### config.mk
export PLATFORM = sky130hd
export DESIGN_NAME = control_rana
export DESIGN_NICKNAME = d
export VERILOG_FILES = /design/src/rtl/control_rana.sv
export SDC_FILE = /design/constraint.sdc
export NUM_CORES = 1
export LEC_CHECK = 0
export ABC_AREA = 1
export BUFFER_PORTS_ARGS = -buffer_cell sky130_fd_sc_hd__buf_2
export CORE_MARGIN = 4
export CORE_UTILIZATION = 44
export DETAILED_ROUTE_END_ITERATION = 6
export PLACE_DENSITY = 0.72
export SETUP_SLACK_MARGIN = 0.5
export SYNTH_ARGS = -nofsm -noshare
export SYNTH_HDL_FRONTEND = slang
export SYNTH_SLANG_ARGS = --single-unit
### constraint.sdc
create_clock -name CR_CLOCK_50 -period 1.9 [get_ports CR_CLOCK_50]
set_input_delay 0.285 -clock CR_CLOCK_50 [delete_from_list [all_inputs] [get_ports CR_CLOCK_50]]
set_output_delay 0.285 -clock CR_CLOCK_50 [all_outputs]
set_load 0.05 [all_outputs]
### src/rtl/control_rana.sv
// control_rana -- frog movement / game-state controller.
//
// Moves the frog over an 8x8 board from button edges, detects collisions with
// the obstacle row under the frog, handles arrival at the house row, deaths,
// lives/houses bookkeeping and the end-of-game / restart handshake.
//
// Optional feature: define CR_TIMEOUT_EN to enable a per-life time limit of
// TIEMPO_VIDA cycles in JUGANDO. Without it JUGANDO has no time limit.
//
// Ports:
//   CR_CLOCK_50    clock, rising edge
//   CR_RESET       asynchronous reset, active low
//   CR_UP_IN, CR_DOWN_IN, CR_LEFT_IN, CR_RIGHT_IN   button levels (1 = pressed)
//   CR_OBST_IN     obstacle row at CR_POSY_OUT, bit 7-X set = column X occupied
//   CR_TOP_IN      house row, bit 7-X clear = free house at column X
//   CR_POSX_OUT    frog column (registered)
//   CR_POSY_OUT    frog row (registered), 0 = start, 7 = houses
//   CR_ESTADO_OUT  state code (registered)
//   CR_PERDIO_OUT  one-cycle board-clear pulse on FIN/GANO -> INICIO
//   CR_VIDAS_OUT   lives remaining
//   CR_CASAS_OUT   houses filled this game
module control_rana #(
  parameter int unsigned DATAWIDTH_POS    = 3,
  parameter int unsigned DATAWIDTH_ESTADO = 3,
  parameter int unsigned DATAWIDTH_BUS    = 8,
  parameter int unsigned VIDAS_INIT       = 3,
  parameter int unsigned T_MUERTE         = 25000000,
  parameter int unsigned TIEMPO_VIDA      = 500000000
) (
  input  logic                        CR_CLOCK_50,
  input  logic                        CR_RESET,
  input  logic                        CR_UP_IN,
  input  logic                        CR_DOWN_IN,
  input  logic                        CR_LEFT_IN,
  input  logic                        CR_RIGHT_IN,
  input  logic [DATAWIDTH_BUS-1:0]    CR_OBST_IN,
  input  logic [DATAWIDTH_BUS-1:0]    CR_TOP_IN,
  output logic [DATAWIDTH_POS-1:0]    CR_POSX_OUT,
  output logic [DATAWIDTH_POS-1:0]    CR_POSY_OUT,
  output logic [DATAWIDTH_ESTADO-1:0] CR_ESTADO_OUT,
  output logic                        CR_PERDIO_OUT,
  output logic [1:0]                  CR_VIDAS_OUT,
  output logic [1:0]                  CR_CASAS_OUT
);

  typedef enum logic [2:0] {
    StInicio  = 3'b000,
    StJugando = 3'b001,
    StMuerto  = 3'b010,
    StFin     = 3'b011,
    StGano    = 3'b100,
    StLlego   = 3'b111
  } estado_e;

  // Board is square: last column index equals the house row index.
  localparam logic [DATAWIDTH_POS-1:0] POS_MAX    = DATAWIDTH_POS'(DATAWIDTH_BUS - 1);
  localparam logic [DATAWIDTH_POS-1:0] Y_ULTIMA   = DATAWIDTH_POS'(DATAWIDTH_BUS - 2);
  localparam logic [DATAWIDTH_POS-1:0] X_INICIO   = DATAWIDTH_POS'(3);
  localparam int unsigned              MW         = (T_MUERTE > 1) ? $clog2(T_MUERTE) : 1;
  localparam logic [MW-1:0]            MUERTE_FIN = MW'(T_MUERTE - 1);
  localparam logic [1:0]               VIDAS_RST  = 2'(VIDAS_INIT);

  estado_e                  estado_q, estado_d;
  logic [DATAWIDTH_POS-1:0] pos_x_q, pos_x_d;
  logic [DATAWIDTH_POS-1:0] pos_y_q, pos_y_d;
  logic [1:0]               vidas_q, vidas_d;
  logic [1:0]               casas_q, casas_d;
  logic                     perdio_q, perdio_d;
  logic [MW-1:0]            muerte_q, muerte_d;
  logic [3:0]               btn_q;
  logic                     armado_q;

  logic [3:0]               btn;
  logic [3:0]               pedido;
  logic                     hay_pedido;
  logic [DATAWIDTH_POS-1:0] col;
  logic                     choque;
  logic                     casa_libre;
  logic                     muere;

`ifdef CR_TIMEOUT_EN
  logic [31:0] vida_q, vida_d;
  logic        vida_agotada;
  assign vida_agotada = (vida_q == 32'(TIEMPO_VIDA - 1));
`endif

  // Bit order {up, down, left, right} doubles as the move priority.
  assign btn = {CR_UP_IN, CR_DOWN_IN, CR_LEFT_IN, CR_RIGHT_IN};
  // armado_q stays low for the first cycle after reset so a button held
  // across reset release loads btn_q without producing an edge.
  assign pedido     = armado_q ? (btn & ~btn_q) : 4'b0000;
  assign hay_pedido = |pedido;
  assign col        = POS_MAX - pos_x_q;
  assign choque     = (pos_y_q != '0) && (pos_y_q <= Y_ULTIMA) && CR_OBST_IN[col];
  assign casa_libre = ~CR_TOP_IN[col];
`ifdef CR_TIMEOUT_EN
  assign muere      = choque || vida_agotada;
`else
  assign muere      = choque;
`endif

  always_comb begin
    estado_d = estado_q;
    pos_x_d  = pos_x_q;
    pos_y_d  = pos_y_q;
    vidas_d  = vidas_q;
    casas_d  = casas_q;
    perdio_d = 1'b0;
    muerte_d = muerte_q;
`ifdef CR_TIMEOUT_EN
    vida_d   = vida_q;
`endif
    case (estado_q)
      StInicio: begin
        pos_x_d = X_INICIO;
        pos_y_d = '0;
        if (hay_pedido) begin
          estado_d = StJugando;
          vidas_d  = VIDAS_RST;
          casas_d  = 2'd0;
`ifdef CR_TIMEOUT_EN
          vida_d   = '0;
`endif
        end
      end
      StJugando: begin
`ifdef CR_TIMEOUT_EN
        vida_d = vida_q + 32'd1;
`endif
        if (muere) begin
          estado_d = StMuerto;
          vidas_d  = (vidas_q == 2'd0) ? 2'd0 : vidas_q - 2'd1;
          muerte_d = '0;
        end else if (pedido[3]) begin
          if (pos_y_q != Y_ULTIMA) begin
            pos_y_d = pos_y_q + 1'b1;
          end else if (casa_libre) begin
            pos_y_d  = POS_MAX;
            estado_d = StLlego;
            casas_d  = (casas_q == 2'd3) ? 2'd3 : casas_q + 2'd1;
          end
        end else if (pedido[2]) begin
          if (pos_y_q != '0) pos_y_d = pos_y_q - 1'b1;
        end else if (pedido[1]) begin
          if (pos_x_q != '0) pos_x_d = pos_x_q - 1'b1;
        end else if (pedido[0]) begin
          if (pos_x_q != POS_MAX) pos_x_d = pos_x_q + 1'b1;
        end
      end
      StLlego: begin
        // casas_q already includes this arrival.
        if (casas_q == 2'd3) begin
          estado_d = StGano;
        end else begin
          estado_d = StJugando;
          pos_x_d  = X_INICIO;
          pos_y_d  = '0;
`ifdef CR_TIMEOUT_EN
          vida_d   = '0;
`endif
        end
      end
      StMuerto: begin
        if (muerte_q == MUERTE_FIN) begin
          if (vidas_q == 2'd0) begin
            estado_d = StFin;
          end else begin
            estado_d = StJugando;
            pos_x_d  = X_INICIO;
            pos_y_d  = '0;
`ifdef CR_TIMEOUT_EN
            vida_d   = '0;
`endif
          end
        end else begin
          muerte_d = muerte_q + 1'b1;
        end
      end
      StFin, StGano: begin
        if (hay_pedido) begin
          estado_d = StInicio;
          perdio_d = 1'b1;
          pos_x_d  = X_INICIO;
          pos_y_d  = '0;
        end
      end
      default: begin
        estado_d = StInicio;
        pos_x_d  = X_INICIO;
        pos_y_d  = '0;
      end
    endcase
  end

  always_ff @(posedge CR_CLOCK_50 or negedge CR_RESET) begin
    if (!CR_RESET) begin
      estado_q <= StInicio;
      pos_x_q  <= X_INICIO;
      pos_y_q  <= '0;
      vidas_q  <= VIDAS_RST;
      casas_q  <= 2'd0;
      perdio_q <= 1'b0;
      muerte_q <= '0;
      btn_q    <= 4'b0000;
      armado_q <= 1'b0;
    end else begin
      estado_q <= estado_d;
      pos_x_q  <= pos_x_d;
      pos_y_q  <= pos_y_d;
      vidas_q  <= vidas_d;
      casas_q  <= casas_d;
      perdio_q <= perdio_d;
      muerte_q <= muerte_d;
      btn_q    <= btn;
      armado_q <= 1'b1;
    end
  end

`ifdef CR_TIMEOUT_EN
  always_ff @(posedge CR_CLOCK_50 or negedge CR_RESET) begin
    if (!CR_RESET) begin
      vida_q <= '0;
    end else begin
      vida_q <= vida_d;
    end
  end
`endif

  assign CR_POSX_OUT   = pos_x_q;
  assign CR_POSY_OUT   = pos_y_q;
  assign CR_ESTADO_OUT = DATAWIDTH_ESTADO'(estado_q);
  assign CR_PERDIO_OUT = perdio_q;
  assign CR_VIDAS_OUT  = vidas_q;
  assign CR_CASAS_OUT  = casas_q;

endmodule

# After elaboration in Yosys (flattened, before gate mapping)
# Cells that the tools add are included.
[classes] addsub=8 n_lt_le_gt_ge=2 eq_ne=31 muxes=52 bitwise_logic=2 n_reduce_logical=16
[op_table] op="two-way mux 3 bit" count=27
[op_table] op="two-way mux 25 bit" count=2
[op_table] op="case mux 25 bit (2 select lines)" count=1
[op_table] op="inequality test 3 bit, second input constant" count=10
[op_table] op="inequality test 2 bit, second input constant" count=13
[op_table] op="adder 25 x 1 -> 25 bit, second input constant" count=1
[op_table] op="== test 25 bit, second input constant" count=1
[op_table] op="case mux 3 bit (4 select lines)" count=2
[op_table] op="two-way mux 2 bit" count=10
[op_table] op="case mux 3 bit (5 select lines)" count=1
[op_table] op="AND reduction 6 bit" count=2
[op_table] op="AND reduction 10 bit" count=1
[op_table] op="case mux 2 bit (2 select lines)" count=2
[op_table] op="AND reduction 8 bit" count=1
[op_table] op="adder 3 x 1 -> 3 bit, second input constant" count=2
[op_table] op="binary-select mux 1 bit (select 3 bit)" count=2
[op_table] op="== test 3 x 2 -> 1 bit, second input constant" count=2
[op_table] op="== test 3 bit, second input constant" count=2
[op_table] op="AND reduction 3 bit" count=2
[op_table] op="nonzero test 3 bit" count=2
[op_table] op="subtractor 3 x 1 -> 3 bit, second input constant" count=2
[op_table] op="AND 4 bit" count=1
[op_table] op="< comparator 3 x 4 -> 1 bit, second input constant" count=1
[op_table] op="two-way mux 1 bit" count=4
[op_table] op="other kinds (15)" count=17
[totals] ff_bits=44 in_bits=22 out_inout_bits=14 elab_cells=120

# Logic depth before layout (Yosys ltp)
[logic_depth] word_depth=9 ltp_mapped=12 ltp_nobuf=12

# Worst setup path before layout
# No wires, ideal clock.
[synth_path] kind="reg2reg" from="register pos_y_q[0] (netlist: CR_POSY_OUT[0])" to="register muerte_q[6]" setup_ns=0.076 arrival_time_ns=1.912 required_time_ns=1.824 setup_slack_ns=-0.089 path_stages_with_launch=11 path_buffers=1 synth_period_minus_slack_ns=1.989 cell_sequence="dfrtp_1 > inv_1 > ha_1 > inv_1 > nor2_1 > a31oi_2 > nand4_4 > nand2_4 > buf_6 > nand4_1 > o21ai_1"
[synth_between] elab_chain_cells=5 word_cells_on_any_way=6 classes_between="order compare: 1; eq/ne: 1; reduce/logical: 4"
[synth_rtl] item="start: declaration" line="65" text="logic [DATAWIDTH_POS-1:0] pos_y_q, pos_y_d;"
[synth_rtl] item="start signal: assignment" line="209" text="pos_y_q <= pos_y_d;"
[synth_rtl] item="less-or-equal comparator 3 bit / nonzero test 3 bit (equally long branches)" line="94" text="assign choque = (pos_y_q != '0) && (pos_y_q <= Y_ULTIMA) && CR_OBST_IN[col];"
[synth_rtl] item="logical AND 1 bit (*) (2 in series)" line="94"
[synth_rtl] item="inequality test 2 bit (no line) (*)"
[synth_rtl] item="AND reduction 3 bit (no line) (*)"
[synth_rtl] item="end signal: assignment" line="213" text="muerte_q <= muerte_d;"
[synth_rtl] item="end: declaration" line="69" text="logic [MW-1:0] muerte_q, muerte_d;"
# Mark *: on every way between the ends. The rest lies on a longest branch, timed or not.
# A chain may end at the register's enable or synchronous reset.

# Worst setup path after layout
[layout_path] from="register pos_x_q[0] (netlist: CR_POSX_OUT[0])" to="register pos_y_q[2] (netlist: CR_POSY_OUT[2])"
[layout_between] elab_chain_cells=6 word_cells_on_any_way=9 classes_between="add/sub: 1; eq/ne: 2; mux: 4; reduce/logical: 2"
[layout_rtl] item="start: declaration" line="64" text="logic [DATAWIDTH_POS-1:0] pos_x_q, pos_x_d;"
[layout_rtl] item="start signal: assignment" line="208" text="pos_x_q <= pos_x_d;"
[layout_rtl] item="subtractor 3 bit (*)" line="93" text="assign col = POS_MAX - pos_x_q;"
[layout_rtl] item="binary-select mux 1 bit (select 3 bit)" line="94"
[layout_rtl] item="two-way mux 1 bit (implied by the code)" line="94"
[layout_rtl] item="logical AND 1 bit" line="94"
[layout_rtl] item="inequality test 2 bit (no line)"
[layout_rtl] item="AND reduction 8 bit (no line) (*)"
# Mark *: on every way between the ends. The rest lies on a longest branch, timed or not. The select of a mux whose other input is x is not followed.

==> results.yml <==
status:
  status: "finished clean"
setup_path:
  max_stage_delay_ps: 700
  crit_required_ps: 2100
  cp_max_fo: 8
  crit_chain: "inv_8 -> nand2_2 -> nand3_2 -> nand2_1 -> nand2_2 -> nand4_4 -> buf_6 -> nand3_4 -> o21bai_1 -> nand2_1"
  regToRegSetupSlack_ps: 140
  cp-end-kind: "flip-flop"
  cp_num_buf_inv: 2
  path_delay_family: "flip-flops"
  start_kind: "flip-flop"
  worstPathArrival_ps: 1960
  path_class: "flip-flop to flip-flop"
  crit_path_top_delay_cell: "dfstp_4"
global_routing:
  grt_use_total_pct: 19.1
  grt_busiest_layer: "met2"
  antenna_found_initial: 0
  grt_pass1_wl_um: 13300
  grt_util_met3_pct: 2.71
  grt-ovfl-total: 0
  grt_use_met1_pct: 23.9
  grt_pass1_vias: 2936
  use_met2_pct: 34.8
  grt_max_degree: 25
drt:
  viasPerCell: 5.00
  drc_errors: 0
  drtPass1Iterations: 5
  drtAntennaViolNets: 0
  wirelength_um: 7890
  wl_per_cell_um: 12.9
  routed-via-count: 3046
  first_iter_violations: 138
synthesis:
  synth_edf_count: 0
  syn_avg_cell_area_um2: 6.90
  synth_area_mm2: 0.00309
  yosys.area.top_type: "dfrtp_1"
  synth.most_common_cell: "nand2_1"
  synth_seq_cells: 44
  synth_top_area_share_pct: 32.4
  async_reset_ff_share_pct: 100
  synth_area_leaders: "dfrtp_1 (32%), nand2_1 (17%), nor2_1 (6.7%)"
  synth_warnings: 0
  syn_nets: 476
  yosysUniqueCellTypes: 40
  ys_top_cells_by_count: "nand2_1 (136), nor2_1 (55), inv_1 (50)"
  synth_cells: 448
  synth_ff_type: "dfrtp_1"
  yosysSeqAreaShare_pct: 35.8
die:
  start_util_pct: 45.5
  die_h_um: 91.8
  core_mm2: 0.00679
  io_pins: 36
  die_x_um: 91.8
  rows: 30
  die_area_mm2: 0.00843
finish:
  nFillCells: 624
  num_antenna_cells: 0
  layout.cells.non_filler: 609
  multiInputGateArea_mm2: 0.00186
  area_growth_pct: 26.3
  drive_gt1_share_pct: 28.1
  seq_area_mm2: 0.00112
  final_nets: 540
cts:
  cts_tree: "yes"
  cts-buffers-inserted: 5
  cts.sinks: 44
  clockBufferDepth: 2
  clkTransAtPathRegs_ps: 90
  htree_levels: 2
  cts_root_buf: "clkbuf_8"
  clock_latency_ps: 310
min_path:
  hp-class: "input pin to flip-flop"
timing:
  slew_headroom_pct: 66.5
  max_freq_mhz: 568
  layout_min_cycle_time_ps: 1760
  worstMarginPinSlew_ps: 503
  final_max_slew_viol_count: 0
  rsz0062_at_grt: "yes"
  finalCritPeriodShare_pct: 92.7
  fin_tns_setup_ps: 0
  clock_skew_ps: 7.37
  setup_violations: 0
  hold_viol: 0
flow_run:
  maxCapViolCount: 0
power_and_ir_drop:
  power.total_w: 0.00531
  irDropWorstVdd_uv: 763
  cellPowerDensity_mw_per_mm2: 1360
  p_leak_nw: 1.84
placement:
  io_buffer_count: 35
  dp.cells: 581
  dp_hpwl_um: 5900
  globalplace.congestion: 0.898
## area by class of cell
cell class | instances | share of cell area, %
multi-input cells | 339 | 47.6
flip-flops and latches | 44 | 28.7
repair buffers | 65 | 12.0
clock inverters | 3 | 1.09
clock buffers | 5 | 1.76
inverters | 57 | 5.74
well taps | 96 | 3.08
## flip-flops by register name (all words and copies together) (netlist names)
name           cells
CR_CASAS_OUT       2
armado_q           1
btn_q              4
CR_PERDIO_OUT      1
muerte_q          25
CR_VIDAS_OUT       2
CR_POSX_OUT        3
CR_POSY_OUT        3
CR_ESTADO_OUT      3
## report_power, final
group          total, W  internal (W)  switching, W
Combinational   0.00306       0.00114       0.00192
Clock          0.000751      0.000390      0.000361
Sequential      0.00150       0.00120      0.000299
Total           0.00531       0.00273       0.00258
## final timing paths
path	cells after the start	to	from
setup / recovery	10	CR_POSY_OUT[2]	CR_POSX_OUT[0]
hold / removal	1	btn_q[3]	CR_UP_IN
setup reg to reg	10	CR_POSY_OUT[2]	CR_POSX_OUT[0]
hold reg to reg	2	muerte_q[24]	muerte_q[24]
max in group asynchronous	3	CR_POSX_OUT[1]	CR_RESET
min in group asynchronous	2	muerte_q[22]	CR_RESET
## layer usage
layer / wire length [um] / vias up
met4: 91 / 0
met5: 0 / -
met2: 4020 / 62
met1: 3480 / 1413
li1: - / 1561
met3: 293 / 10
## worst reg2reg max path: cells and delay by family (launching register included)
family | cells | cell delay (ps)
DFF | 1 | 700
AOI/OAI and AO/OA | 1 | 180
buffers and inverters | 2 | 180
and+or+nand+nor | 7 | 590
## cell families (layout without fill, tap and decap cells)
family | after synthesis | in the layout | synth area share [%]
flops | 44 | 44 | 35.8
simple gates | 269 | 269 | 39.4
xor+xnor | 10 | 10 | 2.84
compound gates | 53 | 53 | 10.2
fa+ha+maj | 6 | 6 | 2.67
other cells | 1 | 1 | 0.121
buf+inv | 65 | 130 | 8.99
## cells in the final DEF (no fill, tap or decap), types with 7 or more instances in the layout
master	synthesis	layout
a21oi_1	8	7
buf_2	3	28
buf_4	2	27
dfrtp_1	40	31
dfrtp_2	0	9
inv_1	50	46
inv_2	7	9
nand2_1	136	127
nand2_2	3	9
nand3_1	33	26
nand3_2	3	9
nand4_1	14	14
nor2_1	55	51
nor3_1	11	8
o21ai_0	16	16
o21ai_1	13	13
xor2_1	9	9
## through the flow
step	util [%]	hold slack (ps)	setup slack [ps]	area [um^2]
after floorplan	-	-10.6	146	3160
after global routing	57.4	89.6	41.6	3900
after CTS	55.6	82.8	175	3780
final	57.4	89.3	139	3900
after global placement	51.3	279	125	3480
after detailed placement	51.3	281	66.2	3480
## timing repair
action                     4_1_cts  5_1_grt
hold endpoints to repair        18        0
gates resized for setup         23       23
setup endpoints to repair       42       44
setup buffers                   12        7
hold buffers                     1        0
pin swaps                       10       11
(Power assumes the default switching activity.)
